[src/rtl/pll_phase_pkg.sv]
// rtl/pll_phase_pkg.sv - shared types and constants for the PLL phase-shift sequencer
package pll_phase_pkg;

    typedef enum logic [2:0] {
        S_IDLE,
        S_SETUP,
        S_ROT_HI,
        S_ROT_LO,
        S_LOAD
    } state_t;

    localparam int SEL_OUT0 = 0;
    localparam int SEL_OUT2 = 1;
    localparam int SEL_OUT3 = 2;
    localparam int SEL_W    = 3;
    localparam int STEPS_W  = 8;

    localparam int DEF_SETUP_CYC    = 2;
    localparam int DEF_ROT_HIGH_CYC = 4;
    localparam int DEF_ROT_LOW_CYC  = 4;
    localparam int DEF_LOAD_CYC     = 2;
    localparam int DEF_PHASE_STEPS  = 8;

    localparam int CNT_W = 16;

    function automatic int pos_width(input int phase_steps);
        return (phase_steps <= 2) ? 1 : $clog2(phase_steps);
    endfunction

endpackage

[src/rtl/pll_phase_shift_ctrl_if.sv]
// rtl/pll_phase_shift_ctrl_if.sv - step request channel between calibration logic and the sequencer
interface pll_phase_shift_ctrl_if;
    import pll_phase_pkg::*;

    logic               req_valid;
    logic               req_ready;
    logic [SEL_W-1:0]   req_out_sel;
    logic               req_dir;
    logic [STEPS_W-1:0] req_steps;
    logic               done;
    logic               req_err;
    logic               lock_err;

    modport master (
        output req_valid, req_out_sel, req_dir, req_steps,
        input  req_ready, done, req_err, lock_err
    );

    modport slave (
        input  req_valid, req_out_sel, req_dir, req_steps,
        output req_ready, done, req_err, lock_err
    );

endinterface

[src/rtl/sync_2ff.sv]
// rtl/sync_2ff.sv - generic two-flop single-bit synchroniser, cleared by reset
module sync_2ff (
    input  logic clk,
    input  logic reset,
    input  logic d,
    output logic q
);
    logic meta;

    always_ff @(posedge clk) begin
        if (reset) begin
            meta <= 1'b0;
            q    <= 1'b0;
        end else begin
            meta <= d;
            q    <= meta;
        end
    end

endmodule

[src/rtl/pll_phase_shift_ctrl.sv]
// rtl/pll_phase_shift_ctrl.sv - sequencer for the CCC dynamic phase-shift port with position tracking
module pll_phase_shift_ctrl
    import pll_phase_pkg::*;
#(
    parameter int SETUP_CYC    = DEF_SETUP_CYC,
    parameter int ROT_HIGH_CYC = DEF_ROT_HIGH_CYC,
    parameter int ROT_LOW_CYC  = DEF_ROT_LOW_CYC,
    parameter int LOAD_CYC     = DEF_LOAD_CYC,
    parameter int PHASE_STEPS  = DEF_PHASE_STEPS,
    localparam int POS_W       = pos_width(PHASE_STEPS)
) (
    input  logic                   clk,
    input  logic                   reset,
    pll_phase_shift_ctrl_if.slave  req,
    input  logic                   pll_lock,
    output logic                   phase_out0_sel,
    output logic                   phase_out2_sel,
    output logic                   phase_out3_sel,
    output logic                   phase_direction,
    output logic                   phase_rotate,
    output logic                   load_phase_n,
    output logic [POS_W-1:0]       phase_pos0,
    output logic [POS_W-1:0]       phase_pos2,
    output logic [POS_W-1:0]       phase_pos3
);

    localparam logic [CNT_W-1:0] SETUP_LOAD  = CNT_W'(SETUP_CYC - 1);
    localparam logic [CNT_W-1:0] ROT_HI_LOAD = CNT_W'(ROT_HIGH_CYC - 1);
    localparam logic [CNT_W-1:0] ROT_LO_LOAD = CNT_W'(ROT_LOW_CYC - 1);
    localparam logic [CNT_W-1:0] LOAD_LOAD   = CNT_W'(LOAD_CYC - 1);

    state_t             state;
    state_t             state_nx;
    logic [CNT_W-1:0]   cnt;
    logic [CNT_W-1:0]   cnt_nx;
    logic [STEPS_W-1:0] steps_left;
    logic [STEPS_W-1:0] steps_nx;
    logic [SEL_W-1:0]   sel_q;
    logic [SEL_W-1:0]   sel_nx;
    logic               dir_q;
    logic               dir_nx;
    logic               done_nx;
    logic               req_err_nx;
    logic               lock_err_nx;
    logic               pos_step;
    logic               lock_sync;
    logic               accept;
    logic               busy_nx;
    logic [POS_W-1:0]   pos_delta;

    sync_2ff u_lock_sync (
        .clk   (clk),
        .reset (reset),
        .d     (pll_lock),
        .q     (lock_sync)
    );

    assign req.req_ready = (state == S_IDLE) && lock_sync;
    assign accept        = req.req_valid && req.req_ready;
    assign busy_nx       = (state_nx != S_IDLE);
    // Retard is +(2^POS_W - 1), which wraps like -1 for a power-of-two modulus
    assign pos_delta     = dir_nx ? POS_W'(1) : {POS_W{1'b1}};

    always_ff @(posedge clk) begin
        if (reset) begin
            state <= S_IDLE;
        end else begin
            state <= state_nx;
        end
    end

    always_comb begin
        state_nx    = state;
        cnt_nx      = cnt;
        steps_nx    = steps_left;
        sel_nx      = sel_q;
        dir_nx      = dir_q;
        done_nx     = 1'b0;
        req_err_nx  = 1'b0;
        lock_err_nx = req.lock_err;
        pos_step    = 1'b0;

        if (state == S_IDLE) begin
            if (accept) begin
                sel_nx      = req.req_out_sel;
                dir_nx      = req.req_dir;
                steps_nx    = req.req_steps;
                lock_err_nx = 1'b0;
                if (!$onehot(req.req_out_sel)) begin
                    done_nx    = 1'b1;
                    req_err_nx = 1'b1;
                end else if (req.req_steps == '0) begin
                    done_nx = 1'b1;
                end else begin
                    state_nx = S_SETUP;
                    cnt_nx   = SETUP_LOAD;
                end
            end
        end else if (!lock_sync) begin
            state_nx    = S_IDLE;
            done_nx     = 1'b1;
            lock_err_nx = 1'b1;
        end else if (cnt != '0) begin
            cnt_nx = cnt - CNT_W'(1);
        end else begin
            case (state)
                S_SETUP: begin
                    state_nx = S_ROT_HI;
                    cnt_nx   = ROT_HI_LOAD;
                    pos_step = 1'b1;
                end
                S_ROT_HI: begin
                    state_nx = S_ROT_LO;
                    cnt_nx   = ROT_LO_LOAD;
                end
                S_ROT_LO: begin
                    steps_nx = steps_left - STEPS_W'(1);
                    if (steps_left == STEPS_W'(1)) begin
                        state_nx = S_LOAD;
                        cnt_nx   = LOAD_LOAD;
                    end else begin
                        state_nx = S_ROT_HI;
                        cnt_nx   = ROT_HI_LOAD;
                        pos_step = 1'b1;
                    end
                end
                S_LOAD: begin
                    state_nx = S_IDLE;
                    done_nx  = 1'b1;
                end
                default: state_nx = S_IDLE;
            endcase
        end
    end

    // CCC pins are registered from the next state so they line up with the FSM
    always_ff @(posedge clk) begin
        if (reset) begin
            cnt             <= '0;
            steps_left      <= '0;
            sel_q           <= '0;
            dir_q           <= 1'b0;
            req.done        <= 1'b0;
            req.req_err     <= 1'b0;
            req.lock_err    <= 1'b0;
            phase_out0_sel  <= 1'b0;
            phase_out2_sel  <= 1'b0;
            phase_out3_sel  <= 1'b0;
            phase_direction <= 1'b0;
            phase_rotate    <= 1'b0;
            load_phase_n    <= 1'b1;
            phase_pos0      <= '0;
            phase_pos2      <= '0;
            phase_pos3      <= '0;
        end else begin
            cnt             <= cnt_nx;
            steps_left      <= steps_nx;
            sel_q           <= sel_nx;
            dir_q           <= dir_nx;
            req.done        <= done_nx;
            req.req_err     <= req_err_nx;
            req.lock_err    <= lock_err_nx;
            phase_out0_sel  <= busy_nx && sel_nx[SEL_OUT0];
            phase_out2_sel  <= busy_nx && sel_nx[SEL_OUT2];
            phase_out3_sel  <= busy_nx && sel_nx[SEL_OUT3];
            phase_direction <= busy_nx && dir_nx;
            phase_rotate    <= (state_nx == S_ROT_HI);
            load_phase_n    <= (state_nx != S_LOAD);
            if (pos_step) begin
                if (sel_nx[SEL_OUT0]) phase_pos0 <= phase_pos0 + pos_delta;
                if (sel_nx[SEL_OUT2]) phase_pos2 <= phase_pos2 + pos_delta;
                if (sel_nx[SEL_OUT3]) phase_pos3 <= phase_pos3 + pos_delta;
            end
        end
    end

endmodule

[src/flat_wrapper.sv]
// flat-port wrapper written by rule: the top's interface ports become plain ports
module pll_phase_shift_ctrl_flat import pll_phase_pkg::*;
#(
    parameter int SETUP_CYC    = DEF_SETUP_CYC,
    parameter int ROT_HIGH_CYC = DEF_ROT_HIGH_CYC,
    parameter int ROT_LOW_CYC  = DEF_ROT_LOW_CYC,
    parameter int LOAD_CYC     = DEF_LOAD_CYC,
    parameter int PHASE_STEPS  = DEF_PHASE_STEPS,
    localparam int POS_W       = pos_width(PHASE_STEPS)
)
  (clk, reset, pll_lock, phase_out0_sel, phase_out2_sel, phase_out3_sel, phase_direction, phase_rotate, load_phase_n, phase_pos0, phase_pos2, phase_pos3, req_req_valid, req_req_out_sel, req_req_dir, req_req_steps, req_req_ready, req_done, req_req_err, req_lock_err);
  pll_phase_shift_ctrl_if req_i ();
  input  logic clk;
  input  logic reset;
  input  logic pll_lock;
  output logic phase_out0_sel;
  output logic phase_out2_sel;
  output logic phase_out3_sel;
  output logic phase_direction;
  output logic phase_rotate;
  output logic load_phase_n;
  output logic [POS_W-1:0] phase_pos0;
  output logic [POS_W-1:0] phase_pos2;
  output logic [POS_W-1:0] phase_pos3;
  input wire logic [$bits(req_i.req_valid)-1:0] req_req_valid;
  input wire logic [$bits(req_i.req_out_sel)-1:0] req_req_out_sel;
  input wire logic [$bits(req_i.req_dir)-1:0] req_req_dir;
  input wire logic [$bits(req_i.req_steps)-1:0] req_req_steps;
  output wire logic [$bits(req_i.req_ready)-1:0] req_req_ready;
  output wire logic [$bits(req_i.done)-1:0] req_done;
  output wire logic [$bits(req_i.req_err)-1:0] req_req_err;
  output wire logic [$bits(req_i.lock_err)-1:0] req_lock_err;
  assign req_i.req_valid = req_req_valid;
  assign req_i.req_out_sel = req_req_out_sel;
  assign req_i.req_dir = req_req_dir;
  assign req_i.req_steps = req_req_steps;
  assign req_req_ready = req_i.req_ready;
  assign req_done = req_i.done;
  assign req_req_err = req_i.req_err;
  assign req_lock_err = req_i.lock_err;
  pll_phase_shift_ctrl #(.SETUP_CYC(SETUP_CYC), .ROT_HIGH_CYC(ROT_HIGH_CYC), .ROT_LOW_CYC(ROT_LOW_CYC), .LOAD_CYC(LOAD_CYC), .PHASE_STEPS(PHASE_STEPS)) u_core (.clk(clk), .reset(reset), .req(req_i), .pll_lock(pll_lock), .phase_out0_sel(phase_out0_sel), .phase_out2_sel(phase_out2_sel), .phase_out3_sel(phase_out3_sel), .phase_direction(phase_direction), .phase_rotate(phase_rotate), .load_phase_n(load_phase_n), .phase_pos0(phase_pos0), .phase_pos2(phase_pos2), .phase_pos3(phase_pos3));
endmodule
[config.mk]
export PLATFORM = sky130hd
export DESIGN_NAME = pll_phase_shift_ctrl_flat
export DESIGN_NICKNAME = d
export VERILOG_FILES = /design/src/rtl/pll_phase_pkg.sv /design/src/rtl/pll_phase_shift_ctrl_if.sv /design/src/rtl/sync_2ff.sv /design/src/rtl/pll_phase_shift_ctrl.sv /design/src/flat_wrapper.sv
export SDC_FILE = /design/constraint.sdc
export NUM_CORES = 1
export LEC_CHECK = 0
export BUFFER_PORTS_ARGS = -buffer_cell sky130_fd_sc_hd__buf_2
export CAP_MARGIN = 10
export CORE_MARGIN = 2
export CORE_UTILIZATION = 50
export DETAILED_ROUTE_END_ITERATION = 10
export PLACE_DENSITY = 0.77
export RECOVER_POWER = 100
export SETUP_SLACK_MARGIN = 0.4
export SLEW_MARGIN = 25
export SYNTH_ARGS = -nofsm -noshare
export SYNTH_HDL_FRONTEND = slang
export SYNTH_SLANG_ARGS = --single-unit
[constraint.sdc]
create_clock -name clk -period 3.2 [get_ports clk]
set_clock_uncertainty 0.2 [all_clocks]
set_input_delay 0.32 -clock clk [delete_from_list [all_inputs] [get_ports clk]]
set_output_delay 0.32 -clock clk [all_outputs]
set_load 0.02 [all_outputs]
==> impl_results.md <==
- Gr usage total: a little over a fifth
- WP data required: 3.25 ns
- Crit path max fanout: 14
- Net switching power: 0.2967 mW
- Post-Synth Simple-Gate Area: 30.26%
- Post-synthesis adder-cell area fraction: 4.662%
- Footprint of the multi-input gates: approximately 0.0016 mm²
- Bufs on Longest Clock Path: 2
- Worst-Skew Late Latency: between 0.3 and 0.4 ns
- GR peak layer: met2
- Largest net degree at the start of global routing: 55
- Avg Cell Area, Syn: 8.091 µm²
- Pins Over Slew Limit: 55
- Proportion of layout cells with a drive suffix above 1: 12.00%
- Fmax: approximately 0.35 GHz
- Hold Path End: u_core.u_lock_sync.meta
- Post-synthesis sequential area ratio: ~37%
- Compound-gate portion of the synthesized area: 20.48%
- Tmin final: 2.820 ns
- CP cell instances: clkbuf_1 -> or3_1 -> nand2_1 -> nor2_1 -> or4b_1 -> o21ai_0
- Die Span Y: 78.72 µm
- Ports: 35
- Clock root buffer: clkbuf_8
- Vias in the first global route: between 2000 and 2500
- Synth warn: 0
- Number of flops mapped to enable cells by yosys: 0
- Min-delay worst type: in2reg
- Cell row count: 27
- PwrDens: between 300 and 400 mW/mm²
- Met3 GRT Util: around 3%
- Critical-path top delay cell: clkbuf_1
- Ys flop type: dfxtp_1
- Clk slew on worst S/H paths: between 0.1 and 0.15 ns
- Multiplexer share of the synthesized area: 2.331%
- Fill cell count: around 500
- Gr ovfl total: 0
- Post-Route WL: 6.612 mm
- Clock share of power: 34.9%
- Largest family of logic cells by synthesized area: simple AND/OR/NAND/NOR gates
- Fin crit share: 88.12%
- MaxCap Viol Count: 1
- Power Internal: ~0.84 mW
- Num Clock Sinks: 51
- Endpoint class of the critical path: flop
- WHS: 0.01744 ns
- Final nets: 398
- Iter 0 DRT Violations: about 290
- First-pass GRT wire length: 11.05 mm
- # diodes: 0
- RSZ-0062 raised after global routing: false
- Final hold violation count: 0
- CP Launch Type: flop
- RePlAce Congestion: 0.8753
- R2R cell count: 6
- R2r startpoint: u_core.state[0]
- Yosys reg bits: 51
- Die ar.: just over 0.006 mm²
- Worst R2R Setup Slack: 0.38 ns
- Antenna-violating nets left: 0
- Sequential cell area: 0.001023 mm²
- Maximum VDD drop: 0.1956 mV
- Arrival time at the worst endpoint: about 2.9 ns
- Via density: 5.940
- Setup_tns: 0 ns
- Max stage delay on crit path: 0.49 ns
- Sequential share of power: a little under three fifths
- Area delta synth->final: 10.89%
- Failing checks: max-capacitance violations, max-slew violations
- Comb power frac: 8.1%
- Initial antenna violation count: 0
- Final setup fails: 0
- Worst-Margin Slew: 2.303 ns
- Status: complete, but fails checks
- Leak: 1.131 nW
- Syn Inst Count: about 350
- Sw frac: 26.22%
- Setup Crit Path Kind: reg2reg
- TritonCTS clock tree: built
- Via count: 2655
- CORE AREA: around 0.0054 mm²
- Synth Area in XOR/XNOR: 0%
- Hpwl dp: 4.610 mm
- Synth cell types: 50
- Worst reg2reg path endpoint: u_core.cnt[12]
- Synthesized Nets: 369
- Buffers on Ports: 34
- WL/cell: ~15 µm
- First-pass iteration count of the detailed router: 5
- Slew headroom: -53.51%
- Ys async rst share: 0%
- Pwr Total: 1.132 mW
- Die span in x: a little under 80 µm
- DRC Markers: 0
- Cell Area, Synth: 0.002791 mm²
- TritonCTS Buffers: 5
- Hold path depth: 2
- Met2 usage: 36.75%
- Hold_sp: pll_lock
- Met1 usage: approximately 29%
- Initial Util: 51.32%
- CTS Hold Bufs: 0
- Htree depth: 2
-- cell families (layout without fill, tap and decap cells) --
logic type / count (synthesis) / count (layout)
compound gates: 99 / 99
fa+ha+maj: 8 / 8
buf+inv: 36 / 66
flops: 51 / 51
mux: 6 / 6
simple gates: 145 / 145
-- worst max-delay path by stage --
stage | start | to | cells after the start
2_1_floorplan | u_core.state[2] | u_core.phase_pos0[2] | 8
3_3_place_gp | u_core.state[2] | u_core.phase_pos0[2] | 7
3_5_place_dp | req_req_valid | u_core.phase_pos3[2] | 9
4_1_cts | u_core.state[2] | u_core.phase_pos0[2] | 7
5_1_grt | u_core.cnt[1] | u_core.steps_left[4] | 8
6_report | u_core.state[0] | u_core.cnt[12] | 6
-- final cells by class --
class,instances,area share (%)
multi-input cells,258,52.63
flip-flops and latches,51,33.06
repair buffers,43,6.427
well taps,72,2.910
clock buffers,5,2.223
inverters,15,1.819
clock inverters,3,0.9297
-- worst max-delay path: cells and delay by family, from the launching register on --
family	cells	cell delay, ns
flops	1	0.39
simple gates	4	1.58
buf+inv	1	0.49
compound gates	1	0.08
-- per-layer routing --
| metal | wire [µm] | part of all wire, % | vias to the layer above |
|---|---|---|---|
| met5 | 0 | 0 | - |
| met4 | 97 | 1.5 | 0 |
| li1 | - | - | 1319 |
| met1 | 2965 | 45 | 1247 |
| met3 | 322 | 4.9 | 9 |
| met2 | 3225 | 49 | 80 |
-- flip-flops by register name, indices dropped and copies added, names as in the netlist, 3 cells and up --
register,flops
u_core.steps_left,8
u_core.state,3
u_core.phase_pos2,3
u_core.phase_pos0,3
u_core.phase_pos3,3
u_core.sel_q,3
u_core.cnt,16
-- cells in the mapped netlist, types with 2 or more instances --
cell type / n / area [µm²]
dfxtp_1: 51 / 1021
a21oi_1: 41 / 205.2
o21ai_0: 29 / 145.1
nor2_1: 27 / 101.4
nor3_1: 18 / 90.09
nand2_1: 17 / 63.81
or3_1: 16 / 100.1
inv_1: 15 / 56.30
clkbuf_1: 12 / 45.04
nor4_1: 11 / 68.82
a211oi_1: 10 / 75.07
nand3_1: 9 / 45.04
nor2b_1: 8 / 50.05
buf_2: 7 / 35.03
nand3b_1: 6 / 45.04
or4_1: 6 / 45.04
nand2b_1: 5 / 31.28
fa_1: 4 / 80.08
ha_1: 4 / 50.05
mux2_2: 4 / 45.04
o31ai_1: 4 / 30.03
a21o_1: 3 / 22.52
a31oi_1: 3 / 18.77
or3b_1: 3 / 26.28
and3_1: 2 / 12.51
buf_6: 2 / 22.52
mux2i_1: 2 / 20.02
nand4_1: 2 / 12.51
nor3b_1: 2 / 15.01
or2_2: 2 / 12.51
-- layout by cell type (no fill, tap or decap), types with 3 or more instances in the layout --
cell      count
dfxtp_1      49
a21oi_1      41
o21ai_0      29
nor2_1       26
clkbuf_1     23
nor3_1       18
nand2_1      17
or3_1        16
inv_1        15
buf_2        15
nor4_1       11
a211oi_1     10
nand3_1       9
nor2b_1       8
nand3b_1      6
or4_1         6
nand2b_1      5
clkbuf_8      5
buf_4         5
mux2_2        4
o31ai_1       4
fa_1          4
ha_1          4
a31oi_1       3
or3b_1        3
a21o_1        3
-- power by group through the flow --
stage | combinational (mW) | sequential, mW | clock [mW]
global route | 0.102 | 0.645 | 0.424
floorplan | 0.0610 | 0.658 | 0
CTS | 0.0913 | 0.644 | 0.407
finish | 0.0921 | 0.644 | 0.395
detailed placement | 0.0907 | 0.659 | 0
global placement | 0.0891 | 0.658 | 0
-- repair_timing --
| item | in CTS | in global routing |
|---|---|---|
| buffers inserted | 0 | 0 |
| cloned | 0 | 0 |
| resized for setup | 1 | 8 |
| setup endpoints to repair | 2 | 3 |
| endpoints found under the hold margin | 0 | 0 |
-- through the flow --
stage	cells	setup slack [ns]	util, %	instance area (µm²)
2_1_floorplan	345	0.5243	-	2791
3_3_place_gp	439	0.4867	55.46	3017
3_5_place_dp	439	0.3921	55.46	3017
4_1_cts	447	0.4028	57.28	3115
5_1_grt	447	0.2424	56.91	3095
6_report	447	0.3801	56.91	3095
Power figures use the tool's default switching activity.
